$ cat src/rtl/timer_counter.sv
// Parametrised timer/counter with clock-enable prescaler, auto-reload and sticky
// overflow/underflow/compare flags. Fully synchronous to a single clock.
module timer_counter #(
    parameter int unsigned WIDTH    = 8,
    parameter int unsigned DIV_BITS = 3
) (
    input  logic                timer_counter_clk,
    input  logic                timer_counter_reset_n,
    input  logic                timer_counter_enable,
    input  logic                timer_counter_load,
    input  logic [WIDTH-1:0]    timer_counter_tdr,
    input  logic                timer_counter_up_down,
    input  logic                timer_counter_auto_reload,
    input  logic                timer_counter_div_en,
    input  logic [DIV_BITS-1:0] timer_counter_div_val,
    input  logic [WIDTH-1:0]    timer_counter_cmp_val,
    input  logic                timer_counter_clr_ovf,
    input  logic                timer_counter_clr_udf,
    input  logic                timer_counter_clr_cmp,
    output logic [WIDTH-1:0]    timer_counter_count,
    output logic                timer_counter_ovf_flag,
    output logic                timer_counter_udf_flag,
    output logic                timer_counter_cmp_flag,
    output logic                timer_counter_tick
);

    localparam int unsigned PRESC_W = (1 << DIV_BITS) - 1;
    localparam logic [WIDTH-1:0] CNT_MAX = '1;

    logic [PRESC_W-1:0] presc_q, presc_d, presc_term;
    logic [WIDTH-1:0]   count_q, count_d;
    logic               tick_c, tick_q;
    logic               ovf_q, ovf_d, ovf_set;
    logic               udf_q, udf_d, udf_set;
    logic               cmp_q, cmp_d, cmp_set;

    // Terminal prescaler value 2^div_val-1, built as a thermometer mask.
    always_comb begin
        presc_term = '0;
        for (int i = 0; i < PRESC_W; i++) begin
            presc_term[i] = (i < int'(timer_counter_div_val));
        end
    end

    always_comb begin
        tick_c = timer_counter_enable & ~timer_counter_load &
                 (~timer_counter_div_en | (presc_q == presc_term));
        if (tick_c || timer_counter_load || !timer_counter_enable) begin
            presc_d = '0;
        end else begin
            presc_d = presc_q + 1'b1;
        end
    end

    // Load has priority over any tick and never raises a flag.
    always_comb begin
        count_d = count_q;
        ovf_set = 1'b0;
        udf_set = 1'b0;
        if (timer_counter_load) begin
            count_d = timer_counter_tdr;
        end else if (tick_c) begin
            if (!timer_counter_up_down) begin
                if (count_q == CNT_MAX) begin
                    count_d = timer_counter_auto_reload ? timer_counter_tdr : '0;
                    ovf_set = 1'b1;
                end else begin
                    count_d = count_q + 1'b1;
                end
            end else begin
                if (count_q == '0) begin
                    count_d = timer_counter_auto_reload ? timer_counter_tdr : CNT_MAX;
                    udf_set = 1'b1;
                end else begin
                    count_d = count_q - 1'b1;
                end
            end
        end
    end

    // Set beats a coincident clear.
    always_comb begin
        cmp_set = tick_c & (count_d == timer_counter_cmp_val);
        ovf_d   = ovf_set | (ovf_q & ~timer_counter_clr_ovf);
        udf_d   = udf_set | (udf_q & ~timer_counter_clr_udf);
        cmp_d   = cmp_set | (cmp_q & ~timer_counter_clr_cmp);
    end

    always_ff @(posedge timer_counter_clk or negedge timer_counter_reset_n) begin
        if (!timer_counter_reset_n) begin
            presc_q <= '0;
            count_q <= '0;
            tick_q  <= 1'b0;
            ovf_q   <= 1'b0;
            udf_q   <= 1'b0;
            cmp_q   <= 1'b0;
        end else begin
            presc_q <= presc_d;
            count_q <= count_d;
            tick_q  <= tick_c;
            ovf_q   <= ovf_d;
            udf_q   <= udf_d;
            cmp_q   <= cmp_d;
        end
    end

    assign timer_counter_count    = count_q;
    assign timer_counter_ovf_flag = ovf_q;
    assign timer_counter_udf_flag = udf_q;
    assign timer_counter_cmp_flag = cmp_q;
    assign timer_counter_tick     = tick_q;

endmodule

$ cat config.mk
export PLATFORM = sky130hd
export DESIGN_NAME = timer_counter
export DESIGN_NICKNAME = d
export VERILOG_FILES = /design/src/rtl/timer_counter.sv
export SDC_FILE = /design/constraint.sdc
export NUM_CORES = 1
export LEC_CHECK = 0
export ABC_AREA = 1
export CORE_UTILIZATION = 25
export CTS_BUF_LIST = sky130_fd_sc_hd__clkbuf_4
export DETAILED_ROUTE_END_ITERATION = 10
export PLACE_DENSITY = 0.5
export SLEW_MARGIN = 20
export SYNTH_ARGS = -nofsm -noshare
export SYNTH_HDL_FRONTEND = slang
export SYNTH_SLANG_ARGS = --single-unit
$ cat constraint.sdc
create_clock -name timer_counter_clk -period 2.52 [get_ports timer_counter_clk]
set_input_delay 0.504 -clock timer_counter_clk [delete_from_list [all_inputs] [get_ports timer_counter_clk]]
set_output_delay 0.504 -clock timer_counter_clk [all_outputs]
set_load 0.05 [all_outputs]
After elaboration in Yosys (flattened, before gate mapping)
Index checks and enable logic that the tools add are counted.
- output and inout bits: 12
- flip-flop bits (word level): 19
- word-level logic and storage cells: 54
- bitwise operators: 15
- magnitude comparators: 7
- muxes and demuxes: 16
- $add $sub $neg: 3
- equal/unequal tests: 3
- reduce and logical (&&, ||, !) cells: 4
- operators with widths (operator ; number):
    $mux W8 ; 7
    $lt A3 B3 Y1 const A ; 3
    $add A8 B1 Y8 const B ; 1
    $eq A8 B8 Y1 ; 1
    $eq A8 B8 Y1 const B ; 1
    $logic_not A8 Y1 ; 1
    $mux W1 ; 8
    $sub A8 B1 Y8 const B ; 1
    $add A7 B1 Y7 const B ; 1
    $eq A7 B7 Y1 ; 1
    $mux W7 ; 1
    $and A1 B1 Y1 ; 6
    $lt A1 B3 Y1 const A ; 2
    $lt A2 B3 Y1 const A ; 2
    $not A1 Y1 ; 5
    $or A1 B1 Y1 ; 4
    $logic_or A1 B1 Y1 ; 2
    $logic_not A1 Y1 ; 1

Longest topological paths before layout
Gate-level depths: netlist of the first run.
- word-level depth: 9
- gate-level depth with buffers: 17
- mapped depth without buffers: 17

Worst setup path before layout of the first run
OpenSTA, ideal clock, no wires.
- kind: register -> register
- from: reg count_q[0] (netlist: timer_counter_count[0])
- to: reg cmp_q (netlist: timer_counter_cmp_flag)
- buffers on the path: 0
- library setup time: 0.066 ns
- cell stages (with the launch flop): 18
- data required time: 2.454 ns
- slack: 0.358 ns
- period minus slack after synthesis: 2.162 ns
- arrival time: 2.096 ns
- cell sequence: dfrtp_1 inv_1 ha_1 nand3_2 inv_1 nand2_2 nand3_1 nand2_1 nand2_1 nand2_1 nand3_1 nand3_1 nand2_1 nand2_1 nand2_1 nor2_1 nand3_1 nand2_1
- word-level cells in the longest chain between the ends: 8
- ends and longest elaborated chain (item ; line ; RTL):
    start, declared ; 31 ; logic [WIDTH-1:0] count_q, count_d;
    start signal, assigned ; 99 ; count_q <= count_d;
    $add A8 B1 Y8, or another cell as far along ; 68 ; count_d = count_q + 1'b1;
    $mux W8, on equally long branches ; 64, 71 ;
    $mux W8 ; 63 ; if (!timer_counter_up_down) begin
    $mux W8 (*) ; 62 ; end else if (tick_c) begin
    $mux W8 (*) ; 60 ; if (timer_counter_load) begin
    $eq A8 B8 Y1 (*) ; 83 ; cmp_set = tick_c & (count_d == timer_counter_cmp_val);
    $and A1 B1 Y1 (*) ; 83 ;
    $or A1 B1 Y1 (*) ; 86 ; cmp_d = cmp_set | (cmp_q & ~timer_counter_clr_cmp);
    net cmp_d ; 35 ; logic cmp_q, cmp_d, cmp_set;
    end signal, assigned ; 103 ; cmp_q <= cmp_d;
    end, declared ; 35 ;
The timed path passes the listed nets; every way through them passes the cells marked *.

Final worst setup path of the first run
- from: reg count_q[4] (netlist: timer_counter_count[4])
- to: out timer_counter_count[4]
- RTL lines (item ; line ; RTL):
    end, declared ; 20 ; output logic [WIDTH-1:0] timer_counter_count,
No word-level cell between the ends.

==> summary.md, run 1 <==
| Metric | Value |
|---|---|
| Yosys reg bits | 19 |
| Port bufs | 40 |
| Worst hold-check path type | input pin to asynchronous set/reset pin |
| Final min period | ~2300 ps |
| Pin count of the biggest net entering global routing | 20 |
| Vias in the first global route | between 1500 and 2000 |
| Crit end category | output pin |
| Headroom to the max-slew limit | ~64% |
| Crit-path cells | clkdlybuf4s50_1 |
| Worst EP required | approximately 2000 ps |
| Max-Cap Viols | 0 |
| Row Count | 31 |
| Cell area after synthesis | between 1500 and 2000 um2 |
| Worst slack, placed | -63.7 ps |
| Register-to-Register Path Depth | 14 |
| Top_reg_cell synth | dfrtp_1 |
| H-tree Lvls | 1 |
| Vias | 2101 |
| RSZ-0062 raised after global routing | no |
| Clock Tree Buf Depth | 2 |
| Total gr overflow | 0 |
| Clock Skew | between 3 and 4 ps |
| DR DRC count | 0 |
| Reg area | ~480 um2 |
| Area Growth Syn to Fin | 29.5% |
| RR Endpoint | timer_counter_cmp_flag |
| Vias/cell | approximately 4.5 |
| Upper clock frequency limit | 436 MHz |
| Endpoints failing setup | 0 |
| FF-to-FF setup slack | ~300 ps |
| Final period util | 91.0% |
| Multi-input gate area | 1220 um2 |
| Status | finished, final reports clean |
| Commonest non-fill, non-tap cells in the layout | nand2_1, inv_1, nor2_1, clkdlybuf4s50_1, nand3_1 |
| Clock Latency Late Sink | slightly above 300 ps |
| Distinct cells, synth | 29 |
| Leak | between 1 and 1.5 nW |
| Initial antenna violation count | 0 |
| Worst slew pin tran | about 530 ps |
| Slew Limit Fails | 0 |
| # clock sinks | 19 |
| Top-area cell type share of the netlist area | 24.6% |
| TritonCTS clock tree | done |
| Die ar. | between 8000 and 9000 um2 |
| Async S/R FF share, synth | between 90% and 100% |
| Startpoint types | register |
| Critical path fanouts, max | 10 |
| Final hold violation count | 0 |
| Net Count, Synth | 353 |
| DRT Pass-1 Iters | 4 |
| Nets | around 400 |
| Global-route wire length before repair | 9.78 mm |
| Largest stage delay, worst path | between 800 and 900 ps |
| Yosys warns | 0 |
| Most common cell after layout, fill and taps aside | nand2_1 |
| Number of fill cells | just over 800 |
| Core area | about 7400 um2 |
| Cell taking the most area after synthesis | dfrtp_1 |
| Clock slew at reported path FFs | 130 ps |
| Power Density | 384 nW/um2 |
| Area contributors post-synth | dfrtp_1, nand2_1, nand3_1 |
| CP arrival | roughly 1800 ps |
| DR WL/cell | about 12 um |
| Crit path kind | register to output pin |
| I/O Pins | a little over 40 |
| RR Startpoint | timer_counter_count[0] |
| Post-DP HPWL | around 4.7 mm |
| Max VDD drop | roughly 0.16 mV |
| Cts bufs inserted | 3 |
| Slowest cell on crit path | clkdlybuf4s50_1 |
| Post-Route WL | about 5.8 mm |
| Total Routing Usage GR | between 10% and 20% |
| Post-DRT Antenna Nets | 0 |
| Antenna cells | 0 |
| Syn avg cell area | around 6 um2 |
| Post-CTS Hold Buffers | 0 |
| Post-synth EDFFs | 0 |
| Delay-heaviest family, CP | buffers and inverters |
| Root Buffer | clkbuf_4 |
| RePlAce Congestion | 0.828 |
| Final worst slack | 227 ps |
| Seq/Total Area, Yosys | ~25% |
| Final Power | 0.000960 W |
| Chip Width | about 90 um |
| Share of post-route cells with drive strength above 1 | 10.4% |
| Die H | between 80 and 90 um |
| Starting Density | between 20% and 30% |
| First DRT Iteration DRCs | approximately 150 |
| Synth Instances | 320 |
| Worst Path Buf+Inv | 1 |
state kept, by name, summed over array words and instances, names as in the netlist:
register                count
timer_counter_count         8
presc_q                     7
timer_counter_tick          1
timer_counter_ovf_flag      1
timer_counter_udf_flag      1
timer_counter_cmp_flag      1
synthesized netlist by cell type, types with 5 or more instances:
cell and number:
dfrtp_1 19, inv_1 47, nand2_1 100, nand2_2 5, nand3_1 36, nand3_2 5
nand4_1 13, nor2_1 41, nor2_2 5, o21ai_0 6
final cells by class:
cell class	count	share of cell area (%)
multi-input cells	243	48.8
flip-flops and latches	19	19.0
repair buffers	48	18.4
inverters	51	7.65
well taps	99	4.95
clock buffers	3	0.900
clock inverters	1	0.300
worst reg2reg max path, cell delays in order, from the launching register on:
cell and delay, ps:
dfrtp_1 500, ha_1 230, nand2_1 110, nor2_2 220, nand2_2 180, nand2_1 100
o21ai_1 60, o21ai_1 190, nand3_1 100, nand3_1 110, nand2_1 60, nand3_1 90
nor2_1 50, nand3_1 80, nand2_1 50
worst max path at each step:
stage | startpoint | endpoint | slack [ps] | cells after the start
final | timer_counter_count[4] | timer_counter_count[4] | 230 | 1
after global routing | timer_counter_count[0] | timer_counter_cmp_flag | 20 | 14
after CTS | timer_counter_count[4] | timer_counter_count[4] | 190 | 1
after detailed placement | timer_counter_div_val[1] | timer_counter_cmp_flag | -60 | 14
after global placement | timer_counter_div_val[1] | timer_counter_cmp_flag | -50 | 14
after floorplan | timer_counter_count[0] | timer_counter_cmp_flag | 360 | 17
power by group:
part / switching [W] / internal (W)
Combinational: 0.000263 / 0.000165
Clock: 0.000112 / 0.0000606
Sequential: 0.0000380 / 0.000321
Total: 0.000413 / 0.000547
cells by family (layout without fill, tap and decap cells):
logic type / Yosys count / in the layout / synth area share (%)
XOR/XNOR: 5 / 5 / 2.27
buffers and inverters: 58 / 103 / 12.2
AND/OR/NAND/NOR: 214 / 214 / 51.9
flip-flops: 19 / 19 / 24.6
AO/OA/AOI/OAI: 20 / 20 / 6.41
adder cells (fa/ha/maj): 4 / 4 / 2.59
stage by stage:
| stage | TNS [ps] | cell area, um2 | std cells | utilization, % | hold slack [ps] |
|---|---|---|---|---|---|
| 5_1_grt | 0 | 2500 | 464 | 33.9 | 524 |
| 3_3_place_gp | -51.0 | 2470 | 460 | 33.5 | 500 |
| 2_1_floorplan | 0 | 1930 | 320 | - | 208 |
| 4_1_cts | 0 | 2500 | 464 | 33.9 | 522 |
| 3_5_place_dp | -63.7 | 2470 | 460 | 33.5 | 491 |
| 6_report | 0 | 2500 | 464 | 33.9 | 522 |
what timing repair did:
item,in CTS,in global routing
setup buffers,0,0
endpoints found under the hold margin,0,0
endpoints found under the setup margin,0,1
gates resized for setup,0,1
layer usage:
metal	vias to the layer above	share of wire, %	track usage, %
met5	-	0	0
met4	0	1.2	3.36
met3	4	3.6	2.12
met2	50	45	24.6
met1	941	50	20.6
li1	1106	-	-
Note: power is estimated with default switching activity, not from simulation.
==> run 2, diff against run 1 <==
Settings changed: GPL_TIMING_DRIVEN set to 0.
==> run 2 against run 1 <==
  * Die area did not move
  * Core utilization decreased by 0.48 points
  * Sequential share of layout area up 0.27 points
  * Clock skew rose by 6.1 ps
  * Combinational power increased by 3%
  * Power grew 0.12%
  * Non-clock buffer count down 3
  * Flip-flop and latch count is the same
  * Maximum frequency grew 1.6%
==> summary.md, run 2 (same netlist as run 1, synthesis figures left out) <==
| Metric | Value |
|---|---|
| Status | finished, final reports clean |
| Final worst slack | 263 ps |
| Final instance area | 2470 um2 |
| RePlAce Congestion | 0.863 |
| Worst EP required | about 2800 ps |
| Nets | 396 |
| CP arrival | about 2500 ps |
| Crit path kind | input pin to register |
| Clock slew at reported path FFs | approximately 140 ps |
| Post-DP HPWL | approximately 4.5 mm |
| Starting Density | 26.2% |
| Worst hold-check path type | register to register |
| Final hold violation count | 0 |
| Leak | around 1.2 nW |
| Vias in the first global route | around 1900 |
| Share of post-route cells with drive strength above 1 | about a tenth |
| Slew Limit Fails | 0 |
| Total Routing Usage GR | 14.6% |
| Antenna cells | 0 |
| Critical path fanouts, max | 10 |
| Hold WS | 513 ps |
| Worst slew pin tran | 898 ps |
| Port bufs | 38 |
| Post-Route WL | approximately 5.7 mm |
| TritonCTS clock tree | done |
| Pin count of the biggest net entering global routing | 20 |
| Global-route wire length before repair | roughly 9.5 mm |
| Max-Cap Viols | 0 |
| Chip Width | approximately 90 um |
| Die ar. | slightly above 8000 um2 |
| Headroom to the max-slew limit | between 30% and 40% |
| DR DRC count | 0 |
| Core area | roughly 7400 um2 |
| Reg area | roughly 480 um2 |
| Number of fill cells | approximately 820 |
| Cts bufs inserted | 3 |
| Post-CTS Setup Bufs | 0 |
| Commonest non-fill, non-tap cells in the layout | nand2_1, inv_1, nor2_1, clkdlybuf4s50_1, nand3_1 |
| I/O Pins | 41 |
| Multi-input gate area | about 1200 um2 |
| Power Density | about 400 nW/um2 |
| Die H | about 90 um |
| Total gr overflow | 0 |
| Post-DP Area | 2440 um2 |
| Vias/cell | roughly 4.5 |
| RSZ-0062 raised after global routing | no |
| Vias | approximately 2100 |
| DR WL/cell | 12.4 um |
| Clock Tree Buf Depth | 2 |
| Row Count | 31 |
| Most common cell after layout, fill and taps aside | nand2_1 |
| Post-DRT Antenna Nets | 0 |
| Upper clock frequency limit | roughly 440 MHz |
| Clock Skew | approximately 9.5 ps |
| Final period util | between 80% and 90% |
| FF-to-FF setup slack | approximately 320 ps |
| Initial antenna violation count | 0 |
| Root Buffer | clkbuf_4 |
| Endpoints failing setup | 0 |
| Startpoint types | input pin |
| Largest register FFs | 8 |
| Area Growth Syn to Fin | 27.7% |
| Worst slack, placed | -121 ps |
| Post-CTS Hold Buffers | 0 |
| H-tree Lvls | 1 |
| DRT Pass-1 Iters | 6 |
| # clock sinks | 19 |
| Max VDD drop | 0.142 mV |
| Clock Latency Late Sink | 320 ps |
| Final min period | roughly 2300 ps |
| First DRT Iteration DRCs | between 100 and 150 |
| Crit end category | register |
[run 2: stage by stage]
| stage | TNS, ps | util (%) | power [W] | cells |
|---|---|---|---|---|
| after floorplan | 0 | - | 0.000634 | 320 |
| after global placement | -105 | 33.1 | 0.000788 | 457 |
| after detailed placement | -121 | 33.1 | 0.000788 | 457 |
| after CTS | 0 | 33.5 | 0.000974 | 461 |
| final | 0 | 33.5 | 0.000961 | 461 |
| after global routing | 0 | 33.5 | 0.00104 | 461 |
[run 2: critical path: stages]
cell and delay, ps:
clkdlybuf4s50_1 580, nand2_2 110, xnor2_1 150, nor2_1 190, nand3_4 140, nand2_8 120, nand2_8 100, nand3_1 100
nand3_1 100, nand2_1 70, nand2_1 50, nor2_1 150, nand3_1 110, nand2_1 60
[run 2: path summary, 6_finish.rpt]
path / startpoint / end / depth (start not counted)
min reg2reg: timer_counter_cmp_flag / timer_counter_cmp_flag / 2
max: timer_counter_div_val[1] / timer_counter_cmp_flag / 14
min in group asynchronous: timer_counter_reset_n / timer_counter_ovf_flag / 1
max in group asynchronous: timer_counter_reset_n / timer_counter_count[5] / 1
min: timer_counter_cmp_flag / timer_counter_cmp_flag / 2
max reg2reg: timer_counter_count[0] / timer_counter_cmp_flag / 16
[run 2: final cells by class]
| cell class | instances | share of cell area [%] |
|---|---|---|
| Multi-Input combinational cell | 243 | 49.5 |
| Sequential cell | 19 | 19.3 |
| Clock buffer | 3 | 0.913 |
| Inverter | 51 | 7.76 |
| Clock inverter | 1 | 0.304 |
| Tap cell | 99 | 5.02 |
| Buffer | 7 | 1.83 |
| Timing Repair Buffer | 38 | 15.4 |
[run 2: timing repair]
item                                   4_1_cts  5_1_grt
resized for setup                            0        1
setup endpoints to repair                    0        1
endpoints found under the hold margin        0        0
[run 2: routing by layer]
layer	vias up	wire length (um)	track usage [%]
met5	-	0	0
li1	1098	-	-
met2	45	2530	23.7
met3	5	220	2.03
met1	916	2910	20.1
met4	0	72	4.44
[run 2: where the power goes]
group	switching (W)	leakage, nW	internal (W)
Sequential	0.0000203	0.243	0.000322
Clock	0.000119	0.0139	0.0000607
Combinational	0.000277	0.931	0.000163
Total	0.000416	1.19	0.000545
==> run 3, diff against run 2 <==
Settings changed: PLACE_DENSITY 0.5 to not set, PLACE_DENSITY_LB_ADDON set to 0.2.
==> run 3 against run 2 <==
  * Clock skew down 4.0 ps
  * Highest routed layer unchanged
  * Register-to-register slack lost 60 ps
  * Die area unchanged
  * Routed wire length barely moved
  * Global-route usage rose by 0.11 points
  * Clock power is 3% higher
  * Core utilization did not move
  * Critical endpoint unchanged
  * Worst setup slack lost 72 ps
  * Maximum frequency down 3.1%
  * Power grew 0.59%
  * Non-clock buffer count stayed put
  * Cell area unchanged
==> summary.md, run 3 (same netlist as run 1, synthesis figures left out) <==
| Metric | Value |
|---|---|
| Die ar. | around 8100 um2 |
| Die H | between 80 and 90 um |
| # clock sinks | 19 |
| Antenna cells | 0 |
| Port bufs | 38 |
| Clock Latency Late Sink | 330 ps |
| Vias in the first global route | about 1900 |
| Share of post-route cells with drive strength above 1 | roughly a tenth |
| Slowest cell on crit path | clkdlybuf4s50_1 |
| Placed cell count | between 400 and 500 |
| Commonest non-fill, non-tap cells in the layout | nand2_1, inv_1, nor2_1, clkdlybuf4s50_1, nand3_1 |
| Root Buffer | clkbuf_4 |
| RePlAce Congestion | around 0.85 |
| Worst slew pin tran | about 950 ps |
| Post-Route WL | about 5.7 mm |
| Crit-path cells | clkdlybuf4s50_1 -> nand2_2 -> xnor2_1 -> nor2_1 -> nand3_4 -> nand2_8 -> nand2_8 -> nand3_1 -> nand3_1 -> nand2_1 -> nand2_1 -> nor2_1 -> nand3_1 -> nand2_1 |
| TritonCTS clock tree | done |
| PostCTS Resize Cnt | 0 |
| Area Growth Syn to Fin | 27.7% |
| Post-CTS Setup Bufs | 0 |
| Worst setup path startpoint | timer_counter_div_val[2] |
| Status | finished, final reports clean |
| Upper clock frequency limit | roughly 430 MHz |
| Slew Limit Fails | 0 |
| Startpoint types | input pin |
| CP arrival | 2610 ps |
| I/O Pins | between 40 and 50 |
| RR Startpoint | timer_counter_count[0] |
| Total gr overflow | 0 |
| Endpoints failing setup | 0 |
| Initial antenna violation count | 0 |
| Total Routing Usage GR | roughly 15% |
| Most common cell after layout, fill and taps aside | nand2_1 |
| Vias/cell | 4.54 |
| DR DRC count | 0 |
| DR WL/cell | roughly 12 um |
| Final hold violation count | 0 |
| Post-DP HPWL | between 4 and 5 mm |
| Vias | ~2100 |
| DRT Pass-1 Iters | 4 |
| Final Non-Filler Cells | roughly 460 |
| Delay-heaviest family, CP | simple AND/OR/NAND/NOR gates |
| Max VDD drop | about 0.15 mV |
| Power Density | slightly below 400 nW/um2 |
| Core area | between 7000 and 8000 um2 |
| Post-DRT Antenna Nets | 0 |
| Final period util | between 90 and 100% |
| Worst Path Buf+Inv | 1 |
| Cts bufs inserted | 3 |
| Clock Skew | 5.54 ps |
| Critical path fanouts, max | 10 |
| Final min period | ~2300 ps |
| Worst EP required | approximately 2800 ps |
| Leak | ~1.2 nW |
| Hold Startpoint | timer_counter_cmp_flag |
| Largest register FFs | 8 |
| H-tree Lvls | 1 |
| Largest stage delay, worst path | around 610 ps |
| RSZ-0062 raised after global routing | no |
| Row Count | 31 |
| First DRT Iteration DRCs | around 140 |
| Post-CTS Hold Buffers | 0 |
| Pin count of the biggest net entering global routing | 20 |
| Headroom to the max-slew limit | between 30% and 40% |
| Chip Width | between 80 and 90 um |
| Clock slew at reported path FFs | around 130 ps |
| Nets | 396 |
| Crit path kind | input pin to register |
| Worst hold-check path type | register to register |
| Max-Cap Viols | 0 |
| Crit end category | register |
| Fin Setup TNS | 0 ps |
| Starting Density | 26.2% |
| Global-route wire length before repair | between 9 and 10 mm |
| Clock Tree Buf Depth | 2 |
## run 3: cell types whose count changed in the layout (fill, tap and decap cells not counted)
cell   change
inv_1      +1
inv_2      -1
## run 3: layout make-up
class	count	area (um2)
repair buffers	38	380
clock inverters	1	7.51
multi-input cells	243	1220
plain buffers	7	45.0
inverters	51	191
well taps	99	124
clock buffers	3	22.5
fillers	833	4900
flip-flops and latches	19	475
## run 3: worst min-delay path: cells and delay by family, from the launching register on
kind          cells  cell delay [ps]
flops             1              380
simple gates      2              110
## run 3: power breakdown
part | internal [W] | switching [W]
logic | 0.000163 | 0.000277
clock network | 0.0000608 | 0.000124
registers | 0.000322 | 0.0000204
total | 0.000545 | 0.000422
## run 3: path summary, 6_finish.rpt
kind | endpoint | slack [ps] | cells past startpoint
max | timer_counter_cmp_flag | 190 | 14
min | timer_counter_cmp_flag | 510 | 2
max reg2reg | timer_counter_cmp_flag | 260 | 16
min reg2reg | timer_counter_cmp_flag | 510 | 2
max in group asynchronous | timer_counter_count[5] | 1260 | 1
min in group asynchronous | timer_counter_udf_flag | 680 | 1
## run 3: routing by layer
metal / vias up / track usage (%) / wire length [um]
li1: 1096 / - / -
met1: 940 / 20.6 / 2900
met2: 52 / 23.6 / 2550
met3: 4 / 2.03 / 230
met4: 0 / 4.17 / 60
met5: - / 0 / 0
## run 3: per-stage QoR
step	hold slack, ps	setup slack [ps]	power (W)	utilization, %	area (um2)
after floorplan	208	358	0.000634	-	1930
after global placement	480	-97.2	0.000787	33.1	2440
after detailed placement	467	-135	0.000788	33.1	2440
after CTS	509	216	0.000983	33.5	2470
after global routing	544	42.5	0.00105	33.5	2470
final	508	191	0.000967	33.5	2470
